==> src/rtl/stash_sequencer_if.sv <==
// Sample-source handshake and Stash drive pins shared by the sequencer and its neighbours.
// master = sequencer side, slave = source/Stash side.
interface stash_sequencer_if;
  logic       src_valid;
  logic [7:0] src_data;
  logic       src_ready;
  logic [7:0] sample_in;
  logic       sample_in_valid;
  logic       next_sample;

  modport master (
    input  src_valid,
    input  src_data,
    output src_ready,
    output sample_in,
    output sample_in_valid,
    output next_sample
  );

  modport slave (
    output src_valid,
    output src_data,
    input  src_ready,
    input  sample_in,
    input  sample_in_valid,
    input  next_sample
  );
endinterface

==> src/rtl/stash_sequencer.sv <==
// Sequences Stash writes (one fetched sample per capture) and steps (button or auto-scroll).
// All strobes are Moore-decoded from the state register; IDLE separates consecutive strobes.
module stash_sequencer #(
  parameter int unsigned  DEPTH         = 5,
  parameter int unsigned  SCROLL_PERIOD = 100_000_000,
  parameter int unsigned  TIMEOUT       = 1024,
  localparam int unsigned CountW        = $clog2(DEPTH + 1)
) (
  input  logic              clk,
  input  logic              reset,
  input  logic              capture_req,
  input  logic              next_btn,
  input  logic              auto_en,
  stash_sequencer_if.master bus,
  output logic [CountW-1:0] stored_count,
  output logic              busy,
  output logic              timeout
);

  localparam int unsigned TimeoutW = $clog2(TIMEOUT + 1);
  localparam int unsigned ScrollW  = $clog2(SCROLL_PERIOD);

  localparam logic [TimeoutW-1:0] TimeoutLast = TimeoutW'(TIMEOUT - 1);
  localparam logic [ScrollW-1:0]  ScrollLast  = ScrollW'(SCROLL_PERIOD - 1);
  localparam logic [CountW-1:0]   CountMax    = CountW'(DEPTH);

  localparam logic [1:0] StIdle    = 2'd0;
  localparam logic [1:0] StWaitSrc = 2'd1;
  localparam logic [1:0] StWrite   = 2'd2;
  localparam logic [1:0] StStep    = 2'd3;

  logic [1:0]          state_q, state_d;
  logic                cap_q, nxt_q;
  logic                cap_pend_q, cap_pend_d;
  logic                step_pend_q, step_pend_d;
  logic [TimeoutW-1:0] to_cnt_q, to_cnt_d;
  logic [ScrollW-1:0]  scroll_q, scroll_d;
  logic [7:0]          sample_q, sample_d;
  logic [CountW-1:0]   count_q, count_d;
  logic                timeout_q, timeout_d;

  logic cap_rise, nxt_rise, handshake, have_data;
  logic cap_clr, step_clr, scroll_wrap;

  assign cap_rise  = capture_req & ~cap_q;
  assign nxt_rise  = next_btn & ~nxt_q;
  assign handshake = bus.src_valid & (state_q == StWaitSrc);
  assign have_data = (count_q != '0);

  always_comb begin
    state_d   = state_q;
    to_cnt_d  = to_cnt_q;
    sample_d  = sample_q;
    timeout_d = 1'b0;
    cap_clr   = 1'b0;
    step_clr  = 1'b0;
    unique case (state_q)
      StIdle: begin
        // Capture wins over step; a step with nothing stored is consumed silently.
        if (cap_pend_q) begin
          state_d  = StWaitSrc;
          cap_clr  = 1'b1;
          to_cnt_d = '0;
        end else if (step_pend_q) begin
          step_clr = 1'b1;
          if (have_data) begin
            state_d = StStep;
          end
        end
      end
      StWaitSrc: begin
        if (handshake) begin
          sample_d = bus.src_data;
          state_d  = StWrite;
        end else if (to_cnt_q == TimeoutLast) begin
          state_d   = StIdle;
          timeout_d = 1'b1;
        end else begin
          to_cnt_d = to_cnt_q + TimeoutW'(1);
        end
      end
      StWrite: state_d = StIdle;
      StStep:  state_d = StIdle;
      default: state_d = StIdle;
    endcase
  end

  always_comb begin
    count_d = count_q;
    if ((state_q == StWrite) && (count_q != CountMax)) begin
      count_d = count_q + CountW'(1);
    end
  end

  // A write restarts the scroll period; the timer idles while disabled or empty.
  always_comb begin
    scroll_d    = scroll_q;
    scroll_wrap = 1'b0;
    if ((state_q == StWrite) || !auto_en || !have_data) begin
      scroll_d = '0;
    end else if (scroll_q == ScrollLast) begin
      scroll_d    = '0;
      scroll_wrap = 1'b1;
    end else begin
      scroll_d = scroll_q + ScrollW'(1);
    end
  end

  // New edges win over the clear so a request landing on the service cycle is kept.
  always_comb begin
    cap_pend_d  = cap_rise | (cap_pend_q & ~cap_clr);
    step_pend_d = nxt_rise | scroll_wrap | (step_pend_q & ~step_clr);
  end

  always_ff @(posedge clk or negedge reset) begin
    if (!reset) begin
      state_q     <= StIdle;
      cap_q       <= 1'b0;
      nxt_q       <= 1'b0;
      cap_pend_q  <= 1'b0;
      step_pend_q <= 1'b0;
      to_cnt_q    <= '0;
      scroll_q    <= '0;
      sample_q    <= '0;
      count_q     <= '0;
      timeout_q   <= 1'b0;
    end else begin
      state_q     <= state_d;
      cap_q       <= capture_req;
      nxt_q       <= next_btn;
      cap_pend_q  <= cap_pend_d;
      step_pend_q <= step_pend_d;
      to_cnt_q    <= to_cnt_d;
      scroll_q    <= scroll_d;
      sample_q    <= sample_d;
      count_q     <= count_d;
      timeout_q   <= timeout_d;
    end
  end

  assign bus.src_ready       = (state_q == StWaitSrc);
  assign bus.sample_in_valid = (state_q == StWrite);
  assign bus.next_sample     = (state_q == StStep);
  assign bus.sample_in       = sample_q;
  assign busy                = (state_q != StIdle);
  assign timeout             = timeout_q;
  assign stored_count        = count_q;

endmodule

==> src/flat_wrapper.sv <==
// flat-port wrapper written by rule: the top's interface ports become plain ports
module stash_sequencer_flat 
#(
  parameter int unsigned  DEPTH         = 5,
  parameter int unsigned  SCROLL_PERIOD = 100_000_000,
  parameter int unsigned  TIMEOUT       = 1024,
  localparam int unsigned CountW        = $clog2(DEPTH + 1)
)
  (clk, reset, capture_req, next_btn, auto_en, stored_count, busy, timeout, bus_src_valid, bus_src_data, bus_src_ready, bus_sample_in, bus_sample_in_valid, bus_next_sample);
  stash_sequencer_if bus_i ();
  input  logic clk;
  input  logic reset;
  input  logic capture_req;
  input  logic next_btn;
  input  logic auto_en;
  output logic [CountW-1:0] stored_count;
  output logic busy;
  output logic timeout;
  input wire logic [$bits(bus_i.src_valid)-1:0] bus_src_valid;
  input wire logic [$bits(bus_i.src_data)-1:0] bus_src_data;
  output wire logic [$bits(bus_i.src_ready)-1:0] bus_src_ready;
  output wire logic [$bits(bus_i.sample_in)-1:0] bus_sample_in;
  output wire logic [$bits(bus_i.sample_in_valid)-1:0] bus_sample_in_valid;
  output wire logic [$bits(bus_i.next_sample)-1:0] bus_next_sample;
  assign bus_i.src_valid = bus_src_valid;
  assign bus_i.src_data = bus_src_data;
  assign bus_src_ready = bus_i.src_ready;
  assign bus_sample_in = bus_i.sample_in;
  assign bus_sample_in_valid = bus_i.sample_in_valid;
  assign bus_next_sample = bus_i.next_sample;
  stash_sequencer #(.DEPTH(DEPTH), .SCROLL_PERIOD(SCROLL_PERIOD), .TIMEOUT(TIMEOUT)) u_core (.clk(clk), .reset(reset), .capture_req(capture_req), .next_btn(next_btn), .auto_en(auto_en), .bus(bus_i), .stored_count(stored_count), .busy(busy), .timeout(timeout));
endmodule
==> config.mk <==
export PLATFORM = sky130hd
export DESIGN_NAME = stash_sequencer_flat
export DESIGN_NICKNAME = d
export VERILOG_FILES = /design/src/rtl/stash_sequencer_if.sv /design/src/rtl/stash_sequencer.sv /design/src/flat_wrapper.sv
export SDC_FILE = /design/constraint.sdc
export NUM_CORES = 1
export LEC_CHECK = 0
export ABC_AREA = 1
export BUFFER_PORTS_ARGS = -buffer_cell sky130_fd_sc_hd__buf_2
export CAP_MARGIN = 20
export CORE_ASPECT_RATIO = 0.7
export CORE_MARGIN = 10
export CORE_UTILIZATION = 58
export DETAILED_ROUTE_END_ITERATION = 6
export HOLD_SLACK_MARGIN = 0.05
export PLACE_DENSITY = 0.79
export SLEW_MARGIN = 10
export SYNTH_ARGS = -nofsm -noshare
export SYNTH_HDL_FRONTEND = slang
export SYNTH_SLANG_ARGS = --single-unit
==> constraint.sdc <==
create_clock -name clk -period 2 [get_ports clk]
set_clock_uncertainty 0.05 [all_clocks]
set_input_delay 0.2 -clock clk [delete_from_list [all_inputs] [get_ports clk]]
set_output_delay 0.2 -clock clk [all_outputs]
set_load 0.01 [all_outputs]
==> results of run 1 <==
-- cell families (layout without fill, tap and decap cells) --
kind of cell,after synthesis,after routing,synth area share [%]
xor gates and xnor gates,18,18,5.334
adders and majority gates,5,5,2.117
DFF,56,56,47.42
buffers and inverters,37,76,5.165
muxes,8,8,3.048
AOI/OAI and AO/OA,27,27,5.081
and+or+nand+nor,220,220,31.84
-- cell usage after synthesis, types with 2 or more instances --
library cell  number  area share, %
nand4_1            4           0.85
xor2_1            11            3.3
ha_1               5            2.1
nand2_2            2           0.42
nor2_1            82             10
inv_2              2           0.25
nand2_1           92             12
nor2_2             2           0.42
and2_1             2           0.42
o21ai_2            3           0.89
nor2_4             2           0.76
a21oi_1           11            1.9
o21ai_0            9            1.5
o21ai_1            2           0.34
xnor2_1            7            2.1
nand3_1           24            4.1
inv_1             31            3.9
dfrtp_1           56             47
buf_2              2           0.34
mux2_2             8            3.0
nor3_1             3           0.51
-- per-layer routing --
| metal | routed length [µm] | share of wire (%) | vias up |
|---|---|---|---|
| li1 | - | - | 1244 |
| met1 | 3230 | 50 | 1108 |
| met2 | 2635 | 41 | 91 |
| met3 | 543 | 8.4 | 8 |
| met4 | 55 | 0.85 | 0 |
| met5 | 0 | 0 | - |
-- flip-flops by register name, summed over array words and instances (netlist names) --
name and flops:
u_core.nxt_q 1, u_core.state_q 2, u_core.stored_count 3, u_core.bus.sample_in 8
u_core.cap_pend_q 1, u_core.to_cnt_q 11, u_core.scroll_q 27, u_core.timeout 1
u_core.cap_q 1, u_core.step_pend_q 1
-- layout by cell type (no fill, tap or decap) --
cell type and n:
buf_2 29, clkinv_4 1, nand2_8 1, nor3_1 3
and2_0 1, o21ai_0 9, nand3b_1 1, nand2_2 3
dfrtp_1 56, buf_4 3, nand3_1 24, nand2_1 91
nand4_1 4, a21oi_1 11, mux2_2 8, dlygate4sd3_1 3
nor2_2 2, o21ai_2 3, nor3b_1 1, and2_1 2
o22ai_1 1, o21ai_1 2, xor2_1 11, a22oi_1 1
inv_1 31, and3b_1 1, nand2_4 1, inv_2 2
ha_1 5, xnor2_1 7, inv_6 2, nor2_4 2
clkbuf_8 5, and3_1 1, nor2_1 82
-- worst max path at each step --
stage                                  start                   to  slack (ns)  cells past startpoint
after detailed placement  u_core.scroll_q[0]   u_core.scroll_q[3]        0.22                      8
final                     u_core.to_cnt_q[1]   u_core.to_cnt_q[3]        0.22                      8
after floorplan           u_core.scroll_q[0]  u_core.scroll_q[18]        0.51                      7
after CTS                 u_core.scroll_q[0]   u_core.scroll_q[0]        0.21                      8
after global placement    u_core.scroll_q[0]  u_core.scroll_q[22]        0.29                      8
after global routing      u_core.to_cnt_q[0]   u_core.to_cnt_q[3]        0.04                      8
-- per-stage QoR --
step                power (µW)  instance area, µm²  worst slack, ns  hold slack [ns]
finish                    3189                3308           0.2200          0.05730
global route              3407                3308          0.03641          0.05088
CTS                       3219                3306           0.2107          0.05125
detailed placement        2555                3181           0.2186           0.2753
global placement          2498                3181           0.2922           0.2748
floorplan                 2214                2955           0.5100          -0.1456
-- worst reg2reg max path: cells and delay by family (launching register included) --
family	cells	cell delay, ns
compound gates	1	0.07
fa+ha+maj	1	0.19
buf+inv	1	0.12
flops	1	0.42
simple gates	5	0.81
-- repair_timing --
action	4_1_cts	5_1_grt
gates resized for setup	0	1
setup endpoints to repair	0	4
endpoints found under the hold margin	58	0
hold buffers	3	0
-- area by class of cell --
| cell class | count | area, µm² | area share [%] |
|---|---|---|---|
| multi-input cells | 278 | 1404 | 42.44 |
| flip-flops and latches | 56 | 1401 | 42.36 |
| repair buffers | 35 | 197.7 | 5.976 |
| inverters | 33 | 123.9 | 3.744 |
| well taps | 69 | 86.33 | 2.610 |
| clock buffers | 5 | 68.82 | 2.080 |
| clock inverters | 3 | 26.28 | 0.7943 |
-- power groups by stage --
stage               registers, µW  logic (µW)  clock network [µW]
global placement             1460        1030                   0
global route                 1490        1200                 717
floorplan                    1520         699                   0
finish                       1460        1070                 660
CTS                          1460        1080                 679
detailed placement           1480        1070                   0
==> summary.md, run 1 <==
| Metric | Value |
|---|---|
| Status | `finished, final reports clean` |
| Vias per inst | `5.117` |
| Die area | `0.008396 mm²` |
| Gr busiest metal | `met1` |
| Routed WL | `6.465 mm` |
| Worst Tran Pin Value | `0.6854 ns` |
| Nets | `428` |
| Worst setup path category | `reg2reg` |
| Final period utilization | `89.00%` |
| Power Dens Cells | `964.1 mW/mm²` |
| Max_cap viols | `0` |
| Worst Hold Depth | `2` |
| First-pass GRT wire length | `11.11 mm` |
| GR Layer Usage met2 | `22.37%` |
| Final setup violation count | `0` |
| Cell total after placement | `468` |
| Postcts setup bufs | `0` |
| Global Route met3 Usage | `4.919%` |
| Slowest CP cell | `dfrtp_1` |
| Met1 Use GR | `23.47%` |
| Initial DRC Count | `230` |
| Number of flops mapped to enable cells by yosys | `0` |
| CTS root buf | `clkbuf_8` |
| Synthesized area | `0.002955 mm²` |
| Capturing point of the worst reg2reg path | `u_core.to_cnt_q[3]` |
| CTS tree | `yes` |
| Hold path start | `bus_src_data[5]` |
| Seq/Total Area, Yosys | `47.42%` |
| Largest net degree at the start of global routing | `57` |
| Layout cells sized above 1 | `15.12%` |
| Vias | `2451` |
| Crit path max-delay family | `simple AND/OR/NAND/NOR gates` |
| Area grow syn2layout | `11.94%` |
| Initial antenna violation count | `0` |
| Synthesized flop and latch total | `56` |
| Distinct cells, synth | `32` |
| Synth Net Count | `390` |
| H-tree depth | `2` |
| Worst setup EP type | `register` |
| Clock transition at path regs | `0.11 ns` |
| Post-Syn Instances | `371` |
| RePlAce Congestion | `0.9718` |
| Sw Share | `37.98%` |
| Main synth FF type | `dfrtp_1` |
| Final core utilization | `68.06%` |
| Non-Filler Instances | `479` |
| Most frequent CP cell | `nand2_1` |
| Avg Inst Size Synth | `7.966 µm²` |
| Critical Path Max Stage Delay | `0.42 ns` |
| Ant diodes | `0` |
| Yosys warnings | `0` |
| Fill cells | `395` |
| Vias in the first global route | `2337` |
| Fin crit period | `1.780 ns` |
| Drt first pass iters | `5` |
| Die Wd | `105.3 µm` |
| R2R Setup Slk | `0.22 ns` |
| Antenna-violating nets left | `0` |
| Worst skew pair latency | `0.31 ns` |
| Clock share of power | `20.7%` |
| Placement row count | `21` |
| Hold Crit Endpoint | `u_core.bus.sample_in[5]` |
| Fmax | `561.8 MHz` |
| Die height | `79.72 µm` |
| FFs w/ async S/R, synth | `100.0%` |
| Core Box Area | `0.004861 mm²` |
| Setup TNS | `0 ns` |
| Logic pwr share | `33.5%` |
| Initial Utilization | `60.80%` |
| Maximum vdd drop | `0.7692 mV` |
| Grt total ovfl | `0` |
| Int Pwr | `1978 µW` |
| CTS buffer count | `5` |
| Overall Global Routing Usage | `16.03%` |
| CTS max path bufs | `2` |
| Crit path buf inv count | `1` |
| Critical-path cell list | `ha_1, nand2_1, nor2_4, nand4_1, nand2_2, inv_2, nand2_1, o21ai_0` |
| Hold Crit Class | `in2reg` |
| LEAKAGE | `0.001434 µW` |
| Switching pwr | `1211 µW` |
| Num Clock Sinks | `56` |
| Port Buffers | `29` |
| Detail Placement HPWL | `4.943 mm` |
| RSZ-0062 raised after global routing | `false` |
| DRC Markers | `0` |
| Slew Viols, Final | `0` |
| Worst Path Arrival | `1.93 ns` |
| Slew headroom | `54.31%` |
| Flop pwr share | `45.9%` |
| Final hold viol count | `0` |
| I/O Pins | `30` |
| Worst path required time | `2.15 ns` |
| Startpoint type of the worst setup path | `register` |
| CP Max Fanout | `13` |
| R2R cell count | `8` |
| R2R Path Start | `u_core.to_cnt_q[1]` |
| Routed len/inst | `13.50 µm` |
No activity file was read; power rests on OpenSTA's default activity.
==> run 2: changes to the inputs <==
Settings changed: CORE_MARGIN 10 to default, GPL_TIMING_DRIVEN from default to 0.
==> summary.md, run 2 (synthesis results as in run 1) <==
| Metric | Value |
|---|---|
| Status | `finished, final reports clean` |
| Num Clock Sinks | `56 (unchanged)` |
| Final core utilization | `69.82% (+1.8 points)` |
| Clock transition at path regs | `0.10 ns (about the same)` |
| Die area | `0.005389 mm² (-36%)` |
| Design area | `0.003376 mm² (+2.0%)` |
| Die height | `61.72 µm (-23%)` |
| Final period utilization | `93.08% (+4.1 points)` |
| Clock share of power | `20.1% (-0.6 points)` |
| Area grow syn2layout | `14.23%` |
| Fill cells | `394 (-0.25%)` |
| CTS tree | `yes` |
| Max_cap viols | `0 (unchanged)` |
| Crit path buf inv count | `2 (+1)` |
| Int Pwr | `2020 µW (+2.1%)` |
| Critical-path cell list | `ha_1, nand2_1, nor2_1, nand2_1, inv_1, nand2_1, nand2_1, buf_4, nor2_1` |
| Initial DRC Count | `175 (-24%)` |
| RSZ-0062 raised after global routing | `false` |
| Flop pwr share | `45.4% (-0.5 points)` |
| Overall Global Routing Usage | `25.09% (+9.1 points)` |
| Hold Crit Class | `in2reg` |
| Slew Viols, Final | `0 (unchanged)` |
| Crit path max-delay family | `simple AND/OR/NAND/NOR gates` |
| Vias | `2482 (+1.3%)` |
| Fmax | `537.2 MHz (-4.4%)` |
| Ant diodes | `0 (unchanged)` |
| Core Box Area | `0.004835 mm² (-0.54%)` |
| First-pass GRT wire length | `10.07 mm (-9.3%)` |
| Final hold viol count | `0 (unchanged)` |
| Final total power | `3221 µW (+1.0%)` |
| Slowest CP cell | `dfrtp_1` |
| Initial antenna violation count | `0 (unchanged)` |
| Worst Tran Pin Value | `0.5828 ns (-0.1026 ns)` |
| Vias per inst | `5.118 (about the same)` |
| Startpoint type of the worst setup path | `register` |
| Final setup violation count | `0 (unchanged)` |
| I/O Pins | `30 (unchanged)` |
| Worst skew pair latency | `0.32 ns (about the same)` |
| Placement row count | `21 (unchanged)` |
| Fin crit period | `1.862 ns (+0.08157 ns)` |
| Vias in the first global route | `2163 (-7.4%)` |
| RePlAce Congestion | `0.9247 (-4.8%)` |
| Layout cells sized above 1 | `15.38% (+0.26 points)` |
| Routed len/inst | `12.62 µm (-6.5%)` |
| Sw Share | `37.30% (-0.69 points)` |
| Worst setup EP type | `register` |
| LEAKAGE | `0.001461 µW (+1.9%)` |
| Drt first pass iters | `5 (unchanged)` |
| Nets | `434 (+1.4%)` |
| Routed WL | `6.121 mm (-5.3%)` |
| CTS root buf | `clkbuf_8` |
| Max reg flops | `27 (unchanged)` |
| CTS max path bufs | `2 (unchanged)` |
| Worst Path Arrival | `2.05 ns (+0.12 ns)` |
| Area of the multi-input gates | `0.001404 mm² (unchanged)` |
| Most frequent CP cell | `nand2_1` |
| Initial Utilization | `61.13% (+0.33 points)` |
| Antenna-violating nets left | `0 (unchanged)` |
| Setup TNS | `0 ns (unchanged)` |
| H-tree depth | `2 (unchanged)` |
| CP Max Fanout | `10 (-3)` |
| Switching pwr | `1202 µW (-0.82%)` |
| Worst setup path category | `reg2reg` |
| Critical Path Max Stage Delay | `0.46 ns (+0.04 ns)` |
| Grt total ovfl | `0 (unchanged)` |
| Power Dens Cells | `954.3 mW/mm² (-1.0%)` |
| FF/Latch Area | `0.001401 mm² (unchanged)` |
| Worst path required time | `2.19 ns (+0.04 ns)` |
| Logic pwr share | `34.4% (+0.9 points)` |
| DRC Markers | `0 (unchanged)` |
| Placed cell areas | `0.003207 mm² (+0.83%)` |
| Port Buffers | `29 (unchanged)` |
| Maximum vdd drop | `0.8203 mV (+6.7%)` |
| Die Wd | `87.32 µm (-17%)` |
| Slew headroom | `61.15% (+6.8 points)` |
| Reg with most FFs | `u_core.scroll_q` |
| Most frequent cells in the layout | `92 x nand2_1, 81 x nor2_1, 56 x dfrtp_1` |
| Largest net degree at the start of global routing | `32 (-44%)` |
| CTS buffer count | `5 (unchanged)` |
| Most common cell after layout, fill and taps aside | `nand2_1` |
| Detail Placement HPWL | `4.628 mm (-6.4%)` |
## run 2: power groups by stage
| stage | logic, µW | registers, µW | clock network [µW] |
|---|---|---|---|
| 2_1_floorplan | 699 | 1520 | 0 |
| 3_3_place_gp | 1070 | 1470 | 0 |
| 3_5_place_dp | 1100 | 1480 | 0 |
| 4_1_cts | 1110 | 1460 | 674 |
| 5_1_grt | 1230 | 1490 | 708 |
| 6_report | 1110 | 1460 | 648 |
## run 2: worst register-to-register path: cells and delay by family, from the launching register on
kind          cells  cell delay (ns)
flops             1             0.46
simple gates      6             0.74
fa+ha+maj         1             0.26
buf+inv           2             0.27
## run 2: path summary, 6_finish.rpt
| path | startpoint | endpoint | slack (ns) | depth (start not counted) |
|---|---|---|---|---|
| worst max-delay path | u_core.scroll_q[0] | u_core.scroll_q[3] | 0.14 | 9 |
| worst min-delay path | bus_src_data[1] | u_core.bus.sample_in[1] | 0.07 | 2 |
| worst max register to register | u_core.scroll_q[0] | u_core.scroll_q[3] | 0.14 | 9 |
| worst min register to register | u_core.cap_q | u_core.cap_pend_q | 0.40 | 1 |
| max in group asynchronous | reset | u_core.scroll_q[14] | 0.98 | 3 |
| min in group asynchronous | reset | u_core.scroll_q[5] | 0.36 | 2 |
## run 2: final cells by class
class | instances | share of cell area [%]
multi-input cells | 278 | 41.59
flip-flops and latches | 56 | 41.51
repair buffers | 37 | 6.968
inverters | 33 | 3.669
well taps | 69 | 2.557
clock buffers | 5 | 2.039
plain buffers | 4 | 0.8525
clock inverters | 3 | 0.8154
## run 2: routing by layer
metal  GRT usage [%]  up-vias  wire [µm]
met5               0        -          0
li1                -     1258          -
met1           37.52     1138       3158
met2           37.50       81       2560
met4           7.260        0         46
met3           5.152        5        355
## run 2: stage by stage
step | hold slack [ns] | setup slack [ns] | std cells
floorplan | -0.1456 | 0.5100 | 371
global placement | 0.2738 | 0.2017 | 469
detailed placement | 0.1919 | 0.1688 | 470
CTS | 0.05386 | 0.1066 | 485
global route | 0.05904 | 0.002786 | 485
finish | 0.06613 | 0.1385 | 485
## run 2: repair_timing
action | CTS | global route
resized for setup | 0 | 1
setup buffers | 0 | 0
endpoints found under the hold margin | 31 | 0
setup endpoints to repair | 0 | 1
hold buffers | 7 | 0
